[src/rtl/hash_pkg.sv]
// Shared definitions for the H3 hash request path: default widths and a
// helper that pulls one Q-matrix row out of the flat Q bus.
package hash_pkg;

  localparam int KEY_WIDTH_DEF   = 32;
  localparam int INDEX_WIDTH_DEF = 12;

  // Upper bounds the row extractor supports; callers zero-extend into this.
  localparam int MAX_KEY_WIDTH   = 64;
  localparam int MAX_INDEX_WIDTH = 32;
  localparam int MAX_Q_BITS      = MAX_KEY_WIDTH * MAX_INDEX_WIDTH;

  // Row `row` of a Q matrix whose rows are `index_width` bits wide, packed
  // row 0 at the LSBs. Bits above index_width are don't-care for the caller.
  function automatic logic [MAX_INDEX_WIDTH-1:0] q_row(
    input logic [MAX_Q_BITS-1:0] q,
    input int unsigned           row,
    input int unsigned           index_width
  );
    logic [MAX_Q_BITS-1:0] shifted;
    shifted = q >> (row * index_width);
    return shifted[MAX_INDEX_WIDTH-1:0];
  endfunction

endpackage

[src/rtl/rr_arbiter.sv]
// Round-robin arbiter with its own rotating pointer. The grant is one-hot,
// gated by `advance`, and the pointer moves past the winner on each grant.
module rr_arbiter #(
  parameter int N    = 4,
  parameter int ID_W = $clog2(N)
) (
  input  logic            clk,
  input  logic            rst_n,
  input  logic [N-1:0]    req,
  input  logic            advance,
  output logic [N-1:0]    grant,
  output logic [ID_W-1:0] grant_id
);

  logic [ID_W-1:0] ptr;
  logic [ID_W:0]   sum;
  logic [ID_W-1:0] idx;
  logic            found;

  // NOTE: every signal written here gets a default before any conditional
  // logic, so no path leaves a value unassigned and no latch is inferred.
  always_comb begin
    grant    = '0;
    grant_id = '0;
    found    = 1'b0;
    sum      = '0;
    idx      = '0;
    for (int k = 0; k < N; k++) begin
      sum = {1'b0, ptr} + (ID_W + 1)'(k);
      if (sum >= (ID_W + 1)'(N)) sum = sum - (ID_W + 1)'(N);
      idx = sum[ID_W-1:0];
      if (!found && req[idx]) begin
        found    = 1'b1;
        grant_id = idx;
      end
    end
    if (found && advance) grant[grant_id] = 1'b1;
  end

  // NOTE: state registers use non-blocking assignments so every flop samples
  // pre-edge values; blocking '=' is reserved for combinational scratch logic.
  always_ff @(posedge clk or negedge rst_n) begin
    if (!rst_n) begin
      ptr <= '0;
    end else if (found && advance) begin
      ptr <= (grant_id == ID_W'(N - 1)) ? '0 : grant_id + 1'b1;
    end
  end

endmodule

[src/rtl/hash_req_arbiter.sv]
// Shares one XOR (H3) hash datapath among NUM_REQ requesters: round-robin
// accept into S1, hash into S2, S2 drives the registered valid/ready output.
module hash_req_arbiter
  import hash_pkg::*;
#(
  parameter int KEY_WIDTH   = KEY_WIDTH_DEF,
  parameter int INDEX_WIDTH = INDEX_WIDTH_DEF,
  parameter int NUM_REQ     = 4,
  parameter int ID_WIDTH    = $clog2(NUM_REQ)
) (
  input  logic                           clk,
  input  logic                           rst_n,
  input  logic [INDEX_WIDTH*KEY_WIDTH-1:0] hash_q_in,
  input  logic [NUM_REQ-1:0]             req_valid,
  input  logic [NUM_REQ*KEY_WIDTH-1:0]   req_key,
  output logic [NUM_REQ-1:0]             req_ready,
  output logic                           out_valid,
  input  logic                           out_ready,
  output logic [INDEX_WIDTH-1:0]         out_index,
  output logic [ID_WIDTH-1:0]            out_id,
  output logic [KEY_WIDTH-1:0]           out_key
);

  logic                   s1_valid, s2_valid;
  logic                   s1_adv, s2_adv;
  logic [KEY_WIDTH-1:0]   s1_key, s2_key;
  logic [ID_WIDTH-1:0]    s1_id, s2_id;
  logic [INDEX_WIDTH-1:0] s2_index;

  logic [NUM_REQ-1:0]     grant;
  logic [ID_WIDTH-1:0]    grant_id;
  logic                   accept;
  logic [KEY_WIDTH-1:0]   grant_key;

  logic [MAX_Q_BITS-1:0]  q_ext;
  logic [INDEX_WIDTH-1:0] q_rows [KEY_WIDTH];
  logic [INDEX_WIDTH-1:0] hash_index;

  // S2 frees when empty or draining; S1 frees when empty or moving into S2.
  assign s2_adv = !s2_valid || out_ready;
  assign s1_adv = !s1_valid || s2_adv;

  rr_arbiter #(
    .N    (NUM_REQ),
    .ID_W (ID_WIDTH)
  ) u_rr_arbiter (
    .clk      (clk),
    .rst_n    (rst_n),
    .req      (req_valid),
    .advance  (s1_adv),
    .grant    (grant),
    .grant_id (grant_id)
  );

  // The arbiter only grants an asserted request, so any grant is a transfer.
  assign req_ready = grant;
  assign accept    = |grant;

  always_comb begin
    grant_key = '0;
    for (int r = 0; r < NUM_REQ; r++) begin
      if (grant_id == ID_WIDTH'(r)) grant_key = req_key[KEY_WIDTH*r +: KEY_WIDTH];
    end
  end

  assign q_ext = MAX_Q_BITS'(hash_q_in);

  for (genvar i = 0; i < KEY_WIDTH; i++) begin : g_rows
    assign q_rows[i] = INDEX_WIDTH'(q_row(q_ext, i, INDEX_WIDTH));
  end

  always_comb begin
    hash_index = '0;
    for (int i = 0; i < KEY_WIDTH; i++) begin
      if (s1_key[i]) hash_index = hash_index ^ q_rows[i];
    end
  end

  always_ff @(posedge clk or negedge rst_n) begin
    if (!rst_n) begin
      s1_valid <= 1'b0;
      s1_key   <= '0;
      s1_id    <= '0;
    end else if (s1_adv) begin
      s1_valid <= accept;
      if (accept) begin
        s1_key <= grant_key;
        s1_id  <= grant_id;
      end
    end
  end

  // NOTE: the S2 payload is reset as well as its valid bit, because these
  // flops drive the outputs directly and must read zero out of reset.
  always_ff @(posedge clk or negedge rst_n) begin
    if (!rst_n) begin
      s2_valid <= 1'b0;
      s2_index <= '0;
      s2_key   <= '0;
      s2_id    <= '0;
    end else if (s2_adv) begin
      s2_valid <= s1_valid;
      if (s1_valid) begin
        s2_index <= hash_index;
        s2_key   <= s1_key;
        s2_id    <= s1_id;
      end
    end
  end

  assign out_valid = s2_valid;
  assign out_index = s2_index;
  assign out_id    = s2_id;
  assign out_key   = s2_key;

endmodule

[config.mk]
export PLATFORM = sky130hd
export DESIGN_NAME = hash_req_arbiter
export DESIGN_NICKNAME = d
export VERILOG_FILES = /design/src/rtl/hash_pkg.sv /design/src/rtl/rr_arbiter.sv /design/src/rtl/hash_req_arbiter.sv
export SDC_FILE = /design/constraint.sdc
export NUM_CORES = 1
export LEC_CHECK = 0
export BUFFER_PORTS_ARGS = -buffer_cell sky130_fd_sc_hd__buf_2
export CORE_AREA = 2 2 222 224
export DETAILED_ROUTE_END_ITERATION = 10
export DIE_AREA = 0 0 224 226
export MAX_ROUTING_LAYER = met4
export PLACE_DENSITY = 0.51
export SYNTH_ARGS = -nofsm -noshare
export SYNTH_HDL_FRONTEND = slang
export SYNTH_HIERARCHICAL = 1
export SYNTH_SLANG_ARGS = --single-unit
export TNS_END_PERCENT = 1
[constraint.sdc]
create_clock -name clk -period 6.7 [get_ports clk]
set_input_delay 1.005 -clock clk [delete_from_list [all_inputs] [get_ports clk]]
set_output_delay 1.005 -clock clk [all_outputs]
set_load 0.005 [all_outputs]
==> impl_metrics.ini, run 1 <==
[floorplan]
die_w_um = 224
fp.dieArea_mm2 = 0.05062
die-height_um = 226
num_rows = 81
io_pins = 570
initial_utilization = 0.1860
coreArea_mm2 = 0.04834

[sta]
hold_violations = 0
max-slew-margin-rel = 0.2105
rsz0062_at_grt = false
final-max-slew-violation-count = 0
layout_min_cycle_time_ns = 4.041
fin_tns_setup_ns = 0
fmax_mhz = 247.5
finalWorstSetupSlack_ns = 2.659
finalSetupViolCount = 0
clock-skew-final_ns = 0.01190
min_period_over_period = 0.6031
max_slew.worst_pin.slew_ns = 1.184

[critical_path]
crit_slowest_cell = nor4_1
cp_common_cell = buf_4
worstPathCellList = buf_2, or4_1, and4_2, buf_4, ha_1, and2_1, nor4_1, a21oi_4, buf_4, mux2_2
required_ns = 6.97
worstSetupStartpointType = input pin
path_class = in2reg
path_max_fanout = 23
crit_arrival_ns = 4.31
crit_family = simple AND/OR/NAND/NOR gates
crit_path_end_kind = flip-flop
crit_buf_inv = 3
critPathMaxStageDelay_ns = 0.61

[synthesis]
yosysSeqAreaShare = 0.2338
synth_top_flop_cell = dfrtp_1
synth_nets = 1573
yosysMostFrequentCell = nand2_1
ys_seq_elements = 84
synth_top_cells_by_count = nand2_1 (402), xnor2_1 (276), xor2_1 (96)
ys_warn_count = 6
synthArstFlopShare = 1.000
yosys.area.top_type_share = 0.2689
ys_types = 30
synth_edf_count = 0
synth_top_cell_by_area = xnor2_1
mappedNetlistArea_mm2 = 0.008991
synth_cells = 1050
synthTopCellsByArea = xnor2_1 (27%), dfrtp_1 (23%), nand2_1 (17%)
avgSynthCellArea_um2 = 8.563

[routing]
first_iter_violations = 407
via_count = 9530
wl_per_cell_um = 22.54
drtPass1Iterations = 5
wl_mm = 50.32
drc = 0
final_antenna_net_count = 0
vias_per_cell = 4.270

[clocking]
htree_num_levels = 3
ctsRootBufferMaster = clkbuf_16
clock-sinks = 84
insertion_delay_ns = 0.37
ctsResizeCount = 0
tritoncts = yes
holdBufCountCts = 0
clk_pin_slew_ns = 0.07
clockBufferDepth = 2
cts_setup_buffers = 0
cts_buffers = 9

[global_route]
antenna_found_initial = 5
grtUsageTotal = 0.2010
grt_pass1_vias = 10020
grt_max_degree = 59
overflow = 0
grt_pass1_wl_mm = 68.84

[power]
clkPwrFrac = 0.066
power.switching_mw = 4.342
leakage_nw = 5.819
power.density_mw_per_mm2 = 651.0
sw_frac_of_total = 0.5226
seqPwrFrac = 0.172
intPower_mw = 3.966
power_frac_comb = 0.762
vdd_ir_drop_max_mv = 0.2999

[layout]
nNetsFinal = 2124
drive_above_1_share = 0.4415
syn_to_final_growth_pct = 41.93
fillers = 5315

[placement]
port_buffers = 569
dpl_worst_slack_ns = 2.259
hpwlAfterDp_mm = 41.17
routabilityCongestion = 0.9600

[min_path]
hp-class = reg2reg

[outcome]
status = finished clean

[job]
cap_violations = 0
-- through the flow --
step / area [um2] / total power, mW / hold slack, ns / std cells / util
detailed placement: 12450 / 7.952 / 0.4708 / 2212 / 0.2575
floorplan: 8991 / 5.525 / 0.4767 / 1050 / -
finish: 12760 / 8.307 / 0.4805 / 2232 / 0.2640
global placement: 12450 / 7.891 / 0.4644 / 2212 / 0.2575
CTS: 12750 / 8.540 / 0.4860 / 2228 / 0.2638
global route: 12760 / 8.956 / 0.5137 / 2231 / 0.2639
-- sequential cells by signal, indices dropped and copies added, names as in the netlist --
| signal | cells |
|---|---|
| out_key | 32 |
| s1_key | 32 |
| out_index | 12 |
| out_id | 2 |
| s1_id | 2 |
| u_rr_arbiter/ptr | 2 |
| out_valid | 1 |
| s1_valid | 1 |
-- power groups by stage --
stage,logic [mW],registers [mW],clock network [mW]
2_1_floorplan,4.53,0.999,0
6_report,6.33,1.43,0.546
3_5_place_dp,6.52,1.44,0
5_1_grt,6.90,1.46,0.594
4_1_cts,6.54,1.43,0.572
3_3_place_gp,6.47,1.43,0
-- layout by cell type, fill, tap and decap left out, types with 2 or more instances in the layout --
cell	instances
xnor2_1	276
buf_4	21
a21oi_1	2
inv_1	2
mux2_2	68
and2_1	4
mux4_2	32
dfrtp_1	84
xor2_1	96
buf_2	568
diode_2	4
ha_1	4
clkbuf_16	9
o21ai_1	13
nand2b_1	3
nand2_1	401
-- kinds of logic after synthesis --
family	synth area share
and+or+nand+nor	0.1776
xor gates and xnor gates	0.3624
muxes	0.1664
DFF	0.2338
buffers and inverters	0.03897
AOI/OAI and AO/OA	0.01531
adders and majority gates	0.005567
-- path summary, 6_finish.rpt --
kind	start	end	slack (ns)	cells after the start
worst min register to register	out_index[3]	out_index[3]	0.48	2
worst min-delay path	out_index[3]	out_index[3]	0.48	2
worst max-delay path	req_valid[2]	s1_key[11]	2.66	10
worst max register to register	u_rr_arbiter/ptr[1]	s1_key[11]	3.07	10
max in group asynchronous	rst_n	s1_key[21]	4.93	2
min in group asynchronous	rst_n	out_key[11]	0.62	1
-- final cells by class --
cell class | instances | area, um2 | area share
multi-input combinational | 915 | 6560 | 0.5141
timing repair buffer | 589 | 3000 | 0.2351
sequential | 84 | 2102 | 0.1647
tap | 622 | 778.2 | 0.06099
clock buffer | 11 | 242.7 | 0.01902
clock inverter | 5 | 60.06 | 0.004706
antenna | 4 | 10.01 | 0.0007844
inverter | 2 | 7.507 | 0.0005883
-- metal layers --
metal / wire (um) / track usage / share of wire / up-vias
li1: - / - / - / 4441
met1: 21280 / 0.2401 / 0.42 / 4539
met2: 24510 / 0.3389 / 0.49 / 479
met3: 3098 / 0.03773 / 0.062 / 71
met4: 1425 / 0.06989 / 0.028 / 0
met5: 0 / - / 0 / -
-- worst register-to-register path: cells and delay by family, from the launching register on --
kind            cells  cell delay [ns]
compound gates      2             0.62
fa+ha+maj           1             0.24
buf+inv             2             0.91
flops               1             0.46
mux                 1             0.41
simple gates        4             0.89
Power figures use the tool's default switching activity.
==> run 2, diff against run 1 <==
- clock period: 6.7 -> 4.1 ns (I/O delays scaled with it)
==> run 2 against run 1 <==
Count of clock-buffer cells in the layout up 1. Utilization rose by 0.11 points. Largest cell class unchanged. Critical endpoint is now s1_key[13]. Routed wire length is 2.9% higher. Design area grew 0.41%. Critical path type unchanged.
==> impl_metrics.ini, run 2 (synthesis gave the netlist of run 1 again) <==
[outcome]
status = finished clean

[layout]
fillers = 5338
nNetsFinal = 2133
final_cell_mix = buf_2 (568), nand2_1 (401), xnor2_1 (276)
syn_to_final_growth_pct = 42.51
instances_no_fill = 2238
stdcell_area_mm2 = 0.01281
drive_above_1_share = 0.4436
final_common_cell = buf_2

[sta]
holdWs_ns = 0.3880
clock-skew-final_ns = 0.01063
min_period_over_period = 0.7679
rsz0062_at_grt = false
finalSetupViolCount = 0
max-slew-margin-rel = 0.2841
final-max-slew-violation-count = 0
hold_violations = 0
layout_min_cycle_time_ns = 3.149
max_slew.worst_pin.slew_ns = 1.074
fmax_mhz = 317.6
fin_tns_setup_ns = 0

[critical_path]
crit_slowest_cell = or4_1
path_max_fanout = 34
crit_arrival_ns = 3.41
crit_buf_inv = 2
required_ns = 4.37
worstSetupStartpointType = input pin
rr_worst_depth = 9
worstPathCellList = buf_2, or4_1, and4_2, ha_1, and2_1, nor4_1, a21oi_4, buf_4, mux2_2
cp.depth = 9
critPathMaxStageDelay_ns = 0.55
ff2ff_setup_slack_ns = 1.04
r2r-end = s1_key[13]
path_class = in2reg
crit_path_end_kind = flip-flop
crit_family = simple AND/OR/NAND/NOR gates
r2r-start = u_rr_arbiter/ptr[1]

[global_route]
grt_pass1_vias = 10060
overflow = 0
grt_pass1_wl_mm = 69.97
grt.busiest_layer = met2
grt.met3_usage = 0.03968
antenna_found_initial = 3
use_met2 = 0.3424
grt_max_degree = 69
grtUsageTotal = 0.2058
grtUsageMet1 = 0.2458

[clocking]
htree_num_levels = 3
clockBufferDepth = 2
insertion_delay_ns = 0.38
holdBufCountCts = 0
cts_setup_buffers = 0
tritoncts = yes
cts_buffers = 9
ctsResizeCount = 0
ctsRootBufferMaster = clkbuf_16
clk_pin_slew_ns = 0.07
clock-sinks = 84

[power]
power.switching_mw = 7.100
seqPwrFrac = 0.170
power_frac_comb = 0.765
finalPower_mw = 13.62
power.density_mw_per_mm2 = 1063
vdd_ir_drop_max_mv = 0.3565
leakage_nw = 5.856
clkPwrFrac = 0.065
intPower_mw = 6.525
sw_frac_of_total = 0.5211

[routing]
wl_per_cell_um = 23.14
vias_per_cell = 4.280
final_antenna_net_count = 0
via_count = 9579
wl_mm = 51.78
drc = 0
drtPass1Iterations = 5
first_iter_violations = 472

[floorplan]
io_pins = 570
initial_utilization = 0.1860
die_w_um = 224
fp.dieArea_mm2 = 0.05062
die-height_um = 226
num_rows = 81
coreArea_mm2 = 0.04834

[placement]
place_inst = 2221
routabilityCongestion = 0.8972
place_area_mm2 = 0.01252
hpwlAfterDp_mm = 42.65
port_buffers = 569

[min_path]
hp-class = in2async

[job]
cap_violations = 0
==> run 2: cell types whose count changed in the layout (fill, tap and decap cells not counted) <==
| cell | before | now |
|---|---|---|
| diode_2 | 4 | 2 |
| clkinv_4 | 1 | 0 |
| clkinv_2 | 1 | 0 |
| buf_4 | 21 | 30 |
| clkbuf_1 | 1 | 2 |
==> run 2: layer usage <==
metal | up-vias | wire length (um)
li1 | 4452 | -
met1 | 4578 | 21940
met2 | 459 | 24970
met3 | 90 | 2988
met4 | 0 | 1893
met5 | - | 0
==> run 2: worst max-delay path by stage <==
| stage | endpoint | slack, ns | start |
|---|---|---|---|
| 2_1_floorplan | s1_id[0] | 1.30 | req_valid[2] |
| 3_3_place_gp | s1_key[15] | 0.53 | req_valid[2] |
| 3_5_place_dp | s1_key[16] | 0.54 | req_valid[2] |
| 4_1_cts | s1_key[16] | 0.97 | req_valid[2] |
| 5_1_grt | s1_key[13] | 0.83 | req_valid[2] |
| 6_report | s1_key[13] | 0.95 | req_valid[2] |
==> run 2: final cells by class <==
cell class              instances  area (um2)  area share
multi-input cells             915        6560      0.5120
clock inverters                 3       46.29    0.003613
inverters                       2       7.507   0.0005859
clock buffers                  12       246.5     0.01924
repair buffers                598        3068      0.2394
well taps                     622       778.2     0.06074
diodes                          2       5.005   0.0003906
flip-flops and latches         84        2102      0.1640
==> run 2: metrics by stage <==
step,setup WS (ns),utilization
after floorplan,1.303,-
after global placement,0.5273,0.2589
after detailed placement,0.5443,0.2589
after CTS,0.9686,0.2650
after global routing,0.8264,0.2651
final,0.9515,0.2651
==> run 2: power groups by stage <==
stage	Sequential, mW	Clock, mW	Combinational (mW)
2_1_floorplan	1.63	0	7.40
3_3_place_gp	2.33	0	10.6
3_5_place_dp	2.35	0	10.7
4_1_cts	2.33	0.931	10.8
5_1_grt	2.38	0.955	11.4
6_report	2.31	0.891	10.4
==> run 2: worst register-to-register path, delay by kind of cell (launching register included) <==
kind | cells | cell delay [ns]
AOI/OAI and AO/OA | 1 | 0.03
muxes | 2 | 0.59
adders and majority gates | 1 | 0.27
buffers and inverters | 1 | 0.32
DFF | 1 | 0.46
and+or+nand+nor | 4 | 1.27
